## src/rtl/traffic_pkg.sv

```systemverilog
// Shared types and constants for the two-road intersection controller.
// Phase encoding, lamp patterns and a constant-friendly BCD conversion helper.
package traffic_pkg;

   typedef enum logic [2:0] {
      NS_G = 3'd0,
      NS_Y = 3'd1,
      AR1  = 3'd2,
      EW_G = 3'd3,
      EW_Y = 3'd4,
      AR2  = 3'd5
   } state_t;

   localparam logic [2:0] L_RED = 3'b100;
   localparam logic [2:0] L_YEL = 3'b010;
   localparam logic [2:0] L_GRN = 3'b001;

   // Two-digit BCD {tens,units}; valid for 0..99.
   function automatic logic [7:0] to_bcd(input int v);
      return {4'(v / 10), 4'(v % 10)};
   endfunction

endpackage

```

## src/rtl/bcd_dn_cnt.sv

```systemverilog
// Two-digit BCD down counter with synchronous load; load has priority over decrement.
// Decrement borrows digit-wise (x0 -> (x-1)9) without a binary intermediate.
module bcd_dn_cnt #(
   parameter logic [7:0] RST_VAL = 8'h00
) (
   input  logic       clk,
   input  logic       rst,
   input  logic       load,
   input  logic [7:0] load_val,
   input  logic       dec,
   output logic [7:0] out,
   output logic       is_one
);

   // NOTE: sequential state uses non-blocking assignments so every flop samples pre-edge values.
   always_ff @(posedge clk) begin
      if (rst) begin
         out <= RST_VAL;
      end else if (load) begin
         out <= load_val;
      end else if (dec) begin
         if (out[3:0] == 4'd0) out <= {out[7:4] - 4'd1, 4'd9};
         else                  out <= {out[7:4], out[3:0] - 4'd1};
      end
   end

   assign is_one = (out == 8'h01);

endmodule

```

## src/rtl/traffic_ctrl_gen.sv

```systemverilog
// Two-road intersection controller: tick prescaler, six-phase FSM with all-red clearance,
// pedestrian green truncation, freeze enable and a BCD countdown of the current phase.
module traffic_ctrl_gen
   import traffic_pkg::*;
#(
   parameter int TICK_DIV = 50_000_000,
   parameter int GREEN_T  = 30,
   parameter int YELLOW_T = 3,
   parameter int ALLRED_T = 2,
   parameter int PED_MIN  = 5
) (
   input  logic       clk,
   input  logic       rst,
   input  logic       en,
   input  logic       ped_req,
   output logic [2:0] ns_light,
   output logic [2:0] ew_light,
   output logic       walk,
   output logic       ped_pend,
   output logic [7:0] cnt_bcd,
   output logic       tick
);

   if (TICK_DIV < 2) begin : g_bad_div
      $error("traffic_ctrl_gen: TICK_DIV must be >= 2");
   end
   if (GREEN_T < 1 || GREEN_T > 99 || YELLOW_T < 1 || YELLOW_T > 99 ||
       ALLRED_T < 1 || ALLRED_T > 99) begin : g_bad_dur
      $error("traffic_ctrl_gen: phase durations must be 1..99");
   end
   if (PED_MIN < 1 || PED_MIN > GREEN_T) begin : g_bad_ped
      $error("traffic_ctrl_gen: PED_MIN must be 1..GREEN_T");
   end

   localparam int         PSC_W      = $clog2(TICK_DIV);
   localparam logic [7:0] GREEN_BCD  = to_bcd(GREEN_T);
   localparam logic [7:0] YELLOW_BCD = to_bcd(YELLOW_T);
   localparam logic [7:0] ALLRED_BCD = to_bcd(ALLRED_T);
   localparam logic [7:0] PED_BCD    = to_bcd(PED_MIN);

   logic [PSC_W-1:0] psc;
   logic             tick_now;
   state_t           state_q, state_d;
   logic             cnt_load, cnt_dec, cnt_is_one, pend_clr;
   logic [7:0]       cnt_load_val;

   function automatic state_t next_of(input state_t s);
      case (s)
         NS_G:    return NS_Y;
         NS_Y:    return AR1;
         AR1:     return EW_G;
         EW_G:    return EW_Y;
         EW_Y:    return AR2;
         default: return NS_G;
      endcase
   endfunction

   function automatic logic [7:0] dur_of(input state_t s);
      case (s)
         NS_G, EW_G: return GREEN_BCD;
         NS_Y, EW_Y: return YELLOW_BCD;
         default:    return ALLRED_BCD;
      endcase
   endfunction

   function automatic logic [2:0] ns_of(input state_t s);
      case (s)
         NS_G:    return L_GRN;
         NS_Y:    return L_YEL;
         default: return L_RED;
      endcase
   endfunction

   function automatic logic [2:0] ew_of(input state_t s);
      case (s)
         EW_G:    return L_GRN;
         EW_Y:    return L_YEL;
         default: return L_RED;
      endcase
   endfunction

   assign tick_now = en && (psc == PSC_W'(TICK_DIV - 1));

   always_ff @(posedge clk) begin
      if (rst)     psc <= '0;
      else if (en) psc <= tick_now ? '0 : psc + 1'b1;
   end

   // NOTE: every always_comb output gets a default first, so no path can infer a latch.
   always_comb begin
      state_d      = state_q;
      cnt_load     = 1'b0;
      cnt_load_val = GREEN_BCD;
      cnt_dec      = 1'b0;
      case (state_q)
         NS_G, NS_Y, AR1, EW_G, EW_Y, AR2: begin
            if (tick_now) begin
               if (cnt_is_one) begin
                  state_d      = next_of(state_q);
                  cnt_load     = 1'b1;
                  cnt_load_val = dur_of(state_d);
               end else if ((state_q == NS_G || state_q == EW_G) && ped_pend &&
                            (cnt_bcd > PED_BCD)) begin
                  // BCD preserves numeric order, so the compare works on the digits directly.
                  cnt_load     = 1'b1;
                  cnt_load_val = PED_BCD;
               end else begin
                  cnt_dec = 1'b1;
               end
            end
         end
         default: begin
            state_d  = NS_G;
            cnt_load = 1'b1;
         end
      endcase
   end

   assign pend_clr = (state_d != state_q) && (state_d == AR1 || state_d == AR2);

   // Lamps and walk are decoded from the next state so they switch on the tick edge itself.
   always_ff @(posedge clk) begin
      if (rst) begin
         state_q  <= NS_G;
         ped_pend <= 1'b0;
         tick     <= 1'b0;
         ns_light <= L_GRN;
         ew_light <= L_RED;
         walk     <= 1'b0;
      end else begin
         state_q  <= state_d;
         tick     <= tick_now;
         ns_light <= ns_of(state_d);
         ew_light <= ew_of(state_d);
         walk     <= (state_d == AR1) || (state_d == AR2);
         if (ped_req)       ped_pend <= 1'b1;
         else if (pend_clr) ped_pend <= 1'b0;
      end
   end

   bcd_dn_cnt #(
      .RST_VAL(GREEN_BCD)
   ) u_cnt (
      .clk     (clk),
      .rst     (rst),
      .load    (cnt_load),
      .load_val(cnt_load_val),
      .dec     (cnt_dec),
      .out     (cnt_bcd),
      .is_one  (cnt_is_one)
   );

endmodule

```

## config.mk

```make
export PLATFORM = sky130hd
export DESIGN_NAME = traffic_ctrl_gen
export DESIGN_NICKNAME = d
export VERILOG_FILES = /design/src/rtl/traffic_pkg.sv /design/src/rtl/bcd_dn_cnt.sv /design/src/rtl/traffic_ctrl_gen.sv
export SDC_FILE = /design/constraint.sdc
export NUM_CORES = 1
export LEC_CHECK = 0
export ABC_AREA = 0
export CAP_MARGIN = 20
export CORE_MARGIN = 1
export CORE_UTILIZATION = 52
export CTS_CLUSTER_DIAMETER = 100
export CTS_CLUSTER_SIZE = 30
export DETAILED_ROUTE_END_ITERATION = 16
export PLACE_DENSITY = 0.76
export REMOVE_ABC_BUFFERS = 1
export SETUP_SLACK_MARGIN = 0.02
export SLEW_MARGIN = 20
export SYNTH_ARGS = -nofsm -noshare
export SYNTH_HDL_FRONTEND = slang
export SYNTH_SLANG_ARGS = --single-unit
export TNS_END_PERCENT = 1
```

## constraint.sdc

```tcl
create_clock -name clk -period 1.7 [get_ports clk]
set_input_delay 0.34 -clock clk [delete_from_list [all_inputs] [get_ports clk]]
set_output_delay 0.34 -clock clk [all_outputs]
set_load 0.02 [all_outputs]
```

==> flow_metrics.tcl <==
set metrics [dict create \
    cts_made_buffers 5 \
    hold_viol_final 0 \
    synthTopCellsByArea "dfxtp_1, xnor2_1, nor2_1" \
    core_um2 4474 \
    cts_max_level 2 \
    pwr-share-seq_pct 53.7 \
    hp-class "flop to flop" \
    synthCells 291 \
    finalSetupViolations 16 \
    drc 2 \
    netSwitchingFraction_pct 22.22 \
    async_flop_share_pct 0 \
    cp_cell_sequence "inv_2 > ha_4 > nor4b_4 > buf_4 > and2_1 > or3_4 > a211oi_2 > a31oi_1" \
    cts_max_path_buffers 2 \
    rows 24 \
    clkTransAtPathRegs_ns 0.10 \
    clock-sinks 46 \
    cp-end-kind "flop" \
    gp_congestion 0.8325 \
    synth_top_cell_area_share_pct 37.23 \
    clock_power_share_pct 40.9 \
    grt_pass1_vias 2260 \
    grt_max_degree 20 \
    grt_util_all_layers_pct 25.92 \
    cts_tree "done" \
    antenna_found_initial 0 \
    cts_root_buffer "clkbuf_8" \
    period_needed_ns 1.863 \
    grt_pass1_wl_um 10380 \
    yosys_warnings 0 \
    port_buffers 20 \
    ys.flop_type "dfxtp_1" \
    status "finished with violations" \
    cp.required_ns 1.89 \
    area_growth_pct 40.87 \
    fin_crit_sh_pct 109.6 \
    syn_area_per_cell_um2 8.500 \
    maxCapViolCount 0 \
    synth_cell_type_count 57 \
    overflow 0 \
    die_x_um 70.97 \
    worst_pin_slew_ns 0.4564 \
    violations "design-rule violations, negative setup slack" \
    p_switching_mw 0.4492 \
    p_leak_nw 1.352 \
    grt_setup_unrepaired "yes" \
    nNetsFinal 373 \
    hold_slack_ns 0.5363 \
    cp_max_fo 7 \
    fin_skew_ns 0.01418 \
    fin_ws_ns -0.1626 \
    power_mw 2.022 \
    power.share.combinational_pct 5.3 \
    antennaDiodeCount 0 \
    first_iter_violations 217 \
    ios 21 \
    cpPeakStageDelay_ns 0.43 \
    wire_per_inst_um 15.33 \
    crit_type "flop to flop" \
    clk_latency_ns 0.31 \
    max_freq_mhz 536.9 \
    synth_top_area_cell "dfxtp_1" \
    crit_arrival_ns 2.05 \
    vias_per_cell 5.798 \
    p_int_mw 1.573 \
    start_util_pct 55.29 \
    irDropWorstVdd_mv 0.4195 \
    dp_hpwl_um 4368 \
    ant_nets 0 \
    slew_viol_final 0 \
    start_kind "flop" \
    dieArea_um2 5037 \
    num_vias 2435 \
    die_height_um 70.97 \
    drive_gt1_share_pct 33.97 \
    pwr_density_cell_nw_per_um2 580.3 \
    netlist_area_um2 2474 \
    synth_edf_count 0 \
    cp_slowest_cell "or3_4" \
    synth_seq_cells 46 \
    slew_headroom_pct 69.32 \
    setup_tns_ns -1.062 \
    wl_um 6438 \
    dr.pass1.iters 10 \
    ys_seq_area_share_pct 37.23 \
]
## flip-flops by register name, indices dropped and copies added, names as in the netlist
register   count
tick           1
ped_pend       1
psc           26
ns_light       3
state_q        3
ew_light       3
u_cnt.out      8
walk           1
## cell usage after synthesis (3+ instances only)
cell type and instances:
and3_1 3, xnor2_1 22, and2_1 4, nor4b_1 3, clkbuf_1 7, nor4_1 9
or4_1 3, buf_2 7, mux2i_1 3, nand2_1 23, inv_1 12, nor3_1 15
a211oi_1 3, dfxtp_1 46, nand3_1 13, nor2_1 35, o21ai_0 6, a21oi_1 8
xor2_1 5, nand2b_1 5, a31oi_1 5, nand4_1 7
## final cells by class
| class | count | area, um2 |
|---|---|---|
| Clock buffer | 5 | 68.82 |
| Clock inverter | 3 | 45.04 |
| Fill cell | 319 | 989.7 |
| Inverter | 12 | 45.04 |
| Multi-Input combinational cell | 217 | 1624 |
| Sequential cell | 46 | 932.1 |
| Tap cell | 52 | 65.06 |
| Timing Repair Buffer | 85 | 704.4 |
## cell families after synthesis
| family | synth area share, % |
|---|---|
| buffers and inverters | 4.603 |
| and+or+nand+nor | 34.85 |
| adders and majority gates | 1.011 |
| muxes | 1.214 |
| xor gates and xnor gates | 9.560 |
| DFF | 37.23 |
| AOI/OAI and AO/OA | 11.53 |
## timing repair
action | 4_1_cts | 5_1_grt
setup buffers | 3 | 0
hold endpoints to repair | 0 | 0
pin swaps | 6 | 6
gates resized for setup | 30 | 29
setup endpoints to repair | 40 | 44
hold buffers | 0 | 0
## layer usage
metal	GRT usage [%]	routed length [um]	vias up
met5	0	0	-
met4	8.889	136	0
met3	4.843	262	16
met2	45.62	3281	67
met1	31.77	2758	1165
li1	-	-	1187
## path summary, 6_finish.rpt
path	startpoint	endpoint	slack, ns	depth (start not counted)
setup / recovery	u_cnt.out[4]	u_cnt.out[5]	-0.16	8
hold / removal	psc[25]	psc[25]	0.54	2
setup reg to reg	u_cnt.out[4]	u_cnt.out[5]	-0.16	8
hold reg to reg	psc[25]	psc[25]	0.54	2
## critical path, delay by kind of cell (launching register included)
family / cells / cell delay, ns
fa+ha+maj: 1 / 0.15
simple gates: 3 / 0.78
compound gates: 2 / 0.28
flops: 1 / 0.34
buf+inv: 2 / 0.21
## power groups by stage
| stage | combinational [mW] | sequential, mW | clock [mW] |
|---|---|---|---|
| 5_1_grt | 0.115 | 1.09 | 0.889 |
| 3_3_place_gp | 0.0938 | 1.11 | 0 |
| 4_1_cts | 0.100 | 1.08 | 0.842 |
| 2_1_floorplan | 0.0383 | 1.11 | 0 |
| 6_report | 0.108 | 1.09 | 0.827 |
| 3_5_place_dp | 0.0965 | 1.11 | 0 |
## per-stage QoR
| stage | utilization (%) | area (um2) | instances | setup slack, ns |
|---|---|---|---|---|
| 2_1_floorplan | - | 2405 | 275 | -0.1864 |
| 3_3_place_gp | 70.53 | 3156 | 410 | -0.3811 |
| 3_5_place_dp | 70.53 | 3156 | 410 | -0.4198 |
| 4_1_cts | 75.31 | 3369 | 420 | -0.1659 |
| 5_1_grt | 77.88 | 3485 | 420 | -0.2166 |
| 6_report | 77.88 | 3485 | 420 | -0.1626 |
## cells in the final DEF (no fill, tap or decap), types with 7 or more instances in the layout
cell             instances
a21oi_1                  8
clkdlybuf4s50_1         11
nor2_1                  35
nor3_1                  12
nand3_1                 13
xnor2_1                 22
dfxtp_2                  9
nand2_1                 23
buf_4                   61
inv_1                   10
dfxtp_1                 37
dlygate4sd2_1            8
nand4_1                  7
Power figures use the tool's default switching activity.
